`src/rtl/mem_defs.sv`:
```
// Shared definitions for the memory-access stage: bus geometry, field offsets,
// FSM encoding and cache size codes.
package mem_defs;

    localparam int EXE_MEM_WIDTH = 154;
    localparam int MEM_WB_WIDTH  = 118;

    // EXE->MEM field offsets (lsb of each field)
    localparam int EM_LS_LO    = 150;
    localparam int EM_SD_LO    = 118;
    localparam int EM_EXE_LO   = 86;
    localparam int EM_LORES_LO = 54;
    localparam int EM_FLAGS_LO = 38;   // hi_write..eret, 16 bits
    localparam int EM_WEN      = 37;
    localparam int EM_WDEST_LO = 32;
    localparam int EM_PC_LO    = 0;

    // MEM->WB field offsets (lsb of each field)
    localparam int WB_WEN      = 117;
    localparam int WB_WDEST_LO = 112;
    localparam int WB_RES_LO   = 80;
    localparam int WB_LORES_LO = 48;
    localparam int WB_FLAGS_LO = 32;
    localparam int WB_PC_LO    = 0;

    // ls_ctrl bit positions
    localparam int LS_LOAD  = 3;
    localparam int LS_STORE = 2;
    localparam int LS_WORD  = 1;
    localparam int LS_SIGN  = 0;

    localparam logic [1:0] SZ_BYTE = 2'd0;
    localparam logic [1:0] SZ_WORD = 2'd2;

    typedef enum logic [2:0] {
        ST_IDLE,
        ST_REQ,
        ST_WAIT,
        ST_DONE,
        ST_DRAIN
    } mem_state_e;

    function automatic logic is_mem_op(input logic [3:0] ls);
        return ls[LS_LOAD] | ls[LS_STORE];
    endfunction

endpackage

```
`src/rtl/mem_align.sv`:
```
// Byte-lane steering between the pipeline and the data cache port:
// store strobes/replication and load lane selection with sign/zero extension.
module mem_align
    import mem_defs::*;
(
    input  logic [1:0]  addr_lo,
    input  logic [3:0]  ls_ctrl,
    input  logic [31:0] store_data,
    input  logic [31:0] rdata,
    output logic [3:0]  wstrb,
    output logic [31:0] wdata,
    output logic [31:0] load_result
);

    logic [7:0] lane;

    always_comb begin
        wstrb = 4'h0;
        wdata = store_data;
        if (ls_ctrl[LS_STORE]) begin
            if (ls_ctrl[LS_WORD]) begin
                wstrb = 4'hF;
            end else begin
                wstrb = 4'b0001 << addr_lo;
                wdata = {4{store_data[7:0]}};
            end
        end
    end

    always_comb begin
        lane        = rdata[{addr_lo, 3'b000} +: 8];
        load_result = ls_ctrl[LS_WORD] ? rdata
                    : {{24{ls_ctrl[LS_SIGN] & lane[7]}}, lane};
    end

endmodule

```
`src/rtl/mem_stage.sv`:
```
// Memory-access pipeline stage: holds one instruction, runs the cache
// request/response for loads and stores, and hands the result to WB.
module mem_stage
    import mem_defs::*;
#(
    parameter int EXE_MEM_W = EXE_MEM_WIDTH,
    parameter int MEM_WB_W  = MEM_WB_WIDTH
) (
    input  logic                 clk,
    input  logic                 resetn,
    input  logic                 EXE_over,
    input  logic [EXE_MEM_W-1:0] EXE_MEM_bus,
    input  logic                 WB_allow_in,
    input  logic                 cancel,
    output logic                 MEM_allow_in,
    output logic                 MEM_valid,
    output logic                 MEM_over,
    output logic [MEM_WB_W-1:0]  MEM_WB_bus,
    output logic                 data_req,
    output logic                 data_wr,
    output logic [1:0]           data_size,
    output logic [3:0]           data_wstrb,
    output logic [31:0]          data_addr,
    output logic [31:0]          data_wdata,
    input  logic                 data_addr_ok,
    input  logic                 data_data_ok,
    input  logic [31:0]          data_rdata,
    output logic [4:0]           MEM_wdest,
    output logic [31:0]          MEM_fwd_wdata,
    output logic [31:0]          MEM_pc
);

    mem_state_e           state_q, state_d;
    logic                 valid_q, valid_d;
    logic [EXE_MEM_W-1:0] bus_q, bus_d;
    logic [31:0]          load_q, load_d;

    logic [3:0]  ls_ctrl;
    logic [31:0] store_data, exe_result, lo_result, pc, mem_result, load_result;
    logic [15:0] flags;
    logic        wen;
    logic [4:0]  wdest;
    logic        handoff, capture;
    mem_state_e  capture_state;

    assign ls_ctrl    = bus_q[EM_LS_LO +: 4];
    assign store_data = bus_q[EM_SD_LO +: 32];
    assign exe_result = bus_q[EM_EXE_LO +: 32];
    assign lo_result  = bus_q[EM_LORES_LO +: 32];
    assign flags      = bus_q[EM_FLAGS_LO +: 16];
    assign wen        = bus_q[EM_WEN];
    assign wdest      = bus_q[EM_WDEST_LO +: 5];
    assign pc         = bus_q[EM_PC_LO +: 32];

    assign MEM_over      = (state_q == ST_DONE);
    assign MEM_valid     = valid_q;
    assign handoff       = MEM_over & WB_allow_in;
    // DRAIN blocks capture: the orphaned response must not be taken as the next one's
    assign MEM_allow_in  = (state_q != ST_DRAIN) & (~valid_q | handoff);
    assign capture       = EXE_over & MEM_allow_in & ~cancel;
    assign capture_state = is_mem_op(EXE_MEM_bus[EM_LS_LO +: 4]) ? ST_REQ : ST_DONE;

    always_comb begin
        state_d = state_q;
        valid_d = valid_q;
        bus_d   = bus_q;
        load_d  = load_q;

        if (capture) begin
            bus_d   = EXE_MEM_bus;
            valid_d = 1'b1;
        end else if (cancel | handoff) begin
            valid_d = 1'b0;
        end

        case (state_q)
            ST_IDLE:  if (capture) state_d = capture_state;
            ST_REQ: begin
                if (cancel)            state_d = data_addr_ok ? ST_DRAIN : ST_IDLE;
                else if (data_addr_ok) state_d = ST_WAIT;
            end
            ST_WAIT: begin
                if (cancel) begin
                    state_d = data_data_ok ? ST_IDLE : ST_DRAIN;
                end else if (data_data_ok) begin
                    load_d  = load_result;
                    state_d = ST_DONE;
                end
            end
            ST_DONE: begin
                if (cancel)       state_d = ST_IDLE;
                else if (handoff) state_d = capture ? capture_state : ST_IDLE;
            end
            ST_DRAIN: if (data_data_ok) state_d = ST_IDLE;
            default:  state_d = ST_IDLE;
        endcase
    end

    always_ff @(posedge clk or negedge resetn) begin
        if (!resetn) begin
            state_q <= ST_IDLE;
            valid_q <= 1'b0;
            bus_q   <= '0;
            load_q  <= '0;
        end else begin
            state_q <= state_d;
            valid_q <= valid_d;
            bus_q   <= bus_d;
            load_q  <= load_d;
        end
    end

    mem_align u_align (
        .addr_lo     (exe_result[1:0]),
        .ls_ctrl     (ls_ctrl),
        .store_data  (store_data),
        .rdata       (data_rdata),
        .wstrb       (data_wstrb),
        .wdata       (data_wdata),
        .load_result (load_result)
    );

    // Request fields come straight from the held bundle, so they stay stable in REQ
    assign data_req  = (state_q == ST_REQ);
    assign data_wr   = ls_ctrl[LS_STORE];
    assign data_size = ls_ctrl[LS_WORD] ? SZ_WORD : SZ_BYTE;
    assign data_addr = ls_ctrl[LS_WORD] ? {exe_result[31:2], 2'b00} : exe_result;

    assign mem_result    = ls_ctrl[LS_LOAD] ? load_q : exe_result;
    assign MEM_WB_bus    = {wen, wdest, mem_result, lo_result, flags, pc};
    assign MEM_wdest     = valid_q ? wdest : 5'd0;
    assign MEM_fwd_wdata = mem_result;
    assign MEM_pc        = pc;

endmodule

```
`config.mk`:
```
export PLATFORM = sky130hd
export DESIGN_NAME = mem_stage
export DESIGN_NICKNAME = d
export VERILOG_FILES = /design/src/rtl/mem_defs.sv /design/src/rtl/mem_align.sv /design/src/rtl/mem_stage.sv
export SDC_FILE = /design/constraint.sdc
export NUM_CORES = 1
export LEC_CHECK = 0
export BUFFER_PORTS_ARGS = -buffer_cell sky130_fd_sc_hd__buf_2
export CAP_MARGIN = 10
export CORE_AREA = 2 2 179 181
export CTS_BUF_LIST = sky130_fd_sc_hd__clkbuf_8
export DETAILED_ROUTE_END_ITERATION = 12
export DIE_AREA = 0 0 181 183
export SLEW_MARGIN = 20
export SYNTH_ARGS = -nofsm -noshare
export SYNTH_HDL_FRONTEND = slang
export SYNTH_HIERARCHICAL = 1
export SYNTH_SLANG_ARGS = --single-unit
```
`constraint.sdc`:
```
create_clock -name clk -period 2.1 [get_ports clk]
set_input_delay 0.63 -clock clk [delete_from_list [all_inputs] [get_ports clk]]
set_output_delay 0.63 -clock clk [all_outputs]
set_load 0.01 [all_outputs]
```
==> flow_summary.yaml <==
global_route:
  residual_overflow_from_global_routing: 0
  grt_antenna_before_repair: 0
  total_routing_resource_utilization_after_global_routing: 0.162
  maximum_number_of_pins_on_one_net_before_global_route_repair: 50
  grt_first_pass_wirelength_um: 40900
  first_global_vias: 7069
yosys:
  syn_nets: 1036
  ys_dominant_reg_cell: "sky130_fd_sc_hd__dfrtp_1"
  number_of_synthesized_flops_with_an_enable_pin: 0
  synthSimpleGateAreaFrac: 0.0670
  synth_adder_area_share: 0
  synthDistinctLibCells: 36
  syn_inst: 843
  yosys.area.top_type_share: 0.478
  seq_area_frac_synth: 0.478
  post_synth_mux_area_share: 0.257
  post_synth_main_area_contributors: "sky130_fd_sc_hd__dfrtp_1 48%, sky130_fd_sc_hd__mux2_2 25%, sky130_fd_sc_hd__buf_4 14%, sky130_fd_sc_hd__nand2_1 4.1%, sky130_fd_sc_hd__buf_6 1.0%"
  synth_commonest_cells: "220 x sky130_fd_sc_hd__mux2_2, 190 x sky130_fd_sc_hd__buf_4, 190 x sky130_fd_sc_hd__dfrtp_1"
  synth_compound_area_frac: 0.0294
  postSynthAreaPerCell_um2: 11.8
  synth.ff_latch_count: 190
  netlist_area_um2: 9960
  synth_largest_area_cell: "sky130_fd_sc_hd__dfrtp_1"
  yosysWarningCount: 6
  ys_async_sr_fraction: 1.00
  largest_family_of_logic_cells_by_synthesized_area: "multiplexers"
  synth_xor_area_frac: 0
  most_numerous_cell_in_the_yosys_netlist: "sky130_fd_sc_hd__mux2_2"
clocking:
  cts_tree: "yes"
  path_clk_slew_ns: 0.10
  clock-sinks: 190
  htree_levels: 4
  cts.hold.buffers_added: 0
  worstSkewPairLatency_ns: 0.50
  cts_inserted_buffers: 17
  cts_root_buf: "sky130_fd_sc_hd__clkbuf_8"
  clockBufferDepth: 2
worst_setup_path:
  crit_chain: "buf_12 > buf_16 > mux2_4 > buf_6"
  worst-endpoint-required_ns: 1.47
  cp_max_stage_delay_ns: 0.46
  slowest_stage: "sky130_fd_sc_hd__dfrtp_2"
  cp_data_arrival_time_ns: 1.70
  path_delay_family: "flip-flops"
  timing.critical_path.to_type: "output port"
  timing.critical_path.fanout_max: 8
  setup.worst_path.start_class: "flip-flop"
  crit_buf_inv: 3
  timing.setup.critical_path_class: "reg -> out"
layout:
  layout.cell_area.non_filler_um2: 13000
  final_net_count: 1336
  syn2layout_area_growth_pct: 30.5
  finalNonFillerCells: 1558
  insertedDiodeCount: 0
  post_route_cells_drive_above_1_share: 0.723
  num-fill-cells: 2984
timing:
  maxClockFrequency_ghz: 0.430
  post-route-min-period_ns: 2.33
  ratio_of_final_minimum_period_to_clock_period: 1.11
  max-slew-margin-rel: 0.613
  post-route-worst-setup-slack_ns: -0.227
  setup_viol_count_final: 92
  slew_viol_final: 0
  actual_transition_at_the_worst_max_transition_pin_ns: 0.573
  final-hold-violation-count: 0
  clock_skew_ns: 0.0157
  unrepaired_setup_endpoints_after_global_routing: "yes"
power:
  share_clk_of_total_power: 0.110
  power.static_leakage_nw: 6.56
  internal_power_contribution_mw: 13.5
  seq_power_share: 0.309
  total_switching_power_mw: 8.64
  total_power_divided_by_cell_area_nw_per_um2: 1710
  power_frac_comb: 0.581
  power.share.switching: 0.389
  vdd.ir_drop.worst_mv: 0.780
detailed_routing:
  wl_met3_um: 1560
  antenna_violation_net_count_after_detailed_routing: 0
  m1WireLength_um: 11700
  dr.pass1.iters: 4
  met2_wirelength_um: 14200
  dr.max_layer_used: "met4"
  detail_route.vias_per_cell: 4.48
  average_detailed_routed_wire_length_per_instance_um: 17.9
  final_wl_um: 27900
  vias: 6973
  dr.first_iter.drc_count: 292
  drc_viols: 0
status:
  violations: "negative setup slack"
  status: "complete, but fails checks"
place:
  port-buffer-count: 453
  place.gp.congestion: 0.819
  place.detailed.hpwl_um: 20700
  dp.cells: 1508
  postPlaceCellArea_um2: 11500
floorplanning:
  die_height_um: 183
  floorplan.die_area_um2: 33100
  top_level_ports: 455
  placementRows: 65
  start_util: 0.319
  core_region_area_um2: 31200
  fp.dieW_um: 181
job:
  timing.max_cap.violations: 0
worst_hold_path:
  hold_path_class: "in -> async"
-- worst paths after layout --
| path | endpoint | slack [ns] | depth (start not counted) | start |
|---|---|---|---|---|
| worst max-delay path | MEM_WB_bus[87] | -0.23 | 4 | bus_q[153] |
| worst min-delay path | bus_q[15] | 0.1 | 1 | resetn |
| worst max register to register | load_q[31] | 0.10 | 8 | bus_q[151] |
| worst min register to register | bus_q[85] | 0.51 | 1 | bus_q[85] |
| max in group asynchronous | bus_q[121] | 1.38 | 2 | resetn |
| min in group clk | bus_q[84] | 0.36 | 2 | EXE_MEM_bus[84] |
-- sequential cells by signal (all words and copies together), names as in the netlist --
register / cells
bus_q: 154
load_q: 32
state_q: 3
MEM_valid: 1
-- per-stage QoR --
stage | setup TNS [ns] | utilization | hold slack, ns | setup slack, ns | total power, mW
final | -14.47 | 0.416 | 0.0989 | -0.227 | 22.2
after global placement | -2.26 | 0.370 | 0.484 | -0.0342 | 16.9
after floorplan | 0 | - | 0.334 | 0.0563 | 15.0
after detailed placement | -4.42 | 0.370 | 0.488 | -0.0633 | 17.1
after CTS | -19.69 | 0.399 | 0.0685 | -0.281 | 21.0
after global routing | -23.25 | 0.416 | 0.0799 | -0.314 | 23.5
-- layout by cell type (no fill, tap or decap), drive strengths merged, types with 2 or more instances in the layout --
cell	count
dfrtp	190
mux2	227
bufinv	2
a22oi	8
nor2	4
nand2b	7
a21boi	3
a31oi	3
o311ai	2
a21oi	10
nor2b	14
buf	507
clkbuf	21
clkinv	6
and2	6
o21ai	11
nand2	108
inv	10
nor3b	3
-- what timing repair did --
item                       4_1_cts  5_1_grt
pin swaps                        6       47
buffers inserted                 7        7
gates resized for setup         97      105
cloned                           2        4
setup endpoints to repair       97       97
-- power groups by stage --
stage,clock [mW],sequential [mW],combinational (mW)
after floorplan,0,6.36,8.66
after global placement,0,6.69,10.2
after detailed placement,0,6.75,10.3
after CTS,2.56,6.75,11.7
after global routing,2.70,7.11,13.7
final,2.44,6.85,12.9
-- layout make-up --
| type | count | area, µm² | share of cell area |
|---|---|---|---|
| inverter | 4 | 17.5 | 0.00135 |
| clock inverter | 15 | 144 | 0.0111 |
| multi-input combinational | 419 | 3920 | 0.302 |
| tap | 402 | 503 | 0.0387 |
| clock buffer | 17 | 234 | 0.0180 |
| timing repair buffer | 511 | 3410 | 0.263 |
| sequential | 190 | 4760 | 0.366 |
-- per-layer routing --
metal / up-vias / GRT usage
li1: 3253 / -
met1: 3451 / 0.202
met2: 241 / 0.276
met3: 28 / 0.0419
met4: 0 / 0.0504
met5: - / 0
-- worst reg2reg max path: stages (launching register included) --
cell and delay, ns:
sky130_fd_sc_hd__dfrtp_2 0.48, sky130_fd_sc_hd__buf_6 0.14, sky130_fd_sc_hd__buf_8 0.12, sky130_fd_sc_hd__buf_4 0.13
sky130_fd_sc_hd__nor2b_2 0.44, sky130_fd_sc_hd__a32oi_4 0.18, sky130_fd_sc_hd__buf_12 0.19, sky130_fd_sc_hd__nand2_1 0.10
sky130_fd_sc_hd__mux2_2 0.15
-- kinds of logic after synthesis --
family / after synthesis
flops: 190
buf+inv: 234
compound gates: 43
other cells: 1
simple gates: 148
mux: 227
No activity file was read; power rests on OpenSTA's default activity.
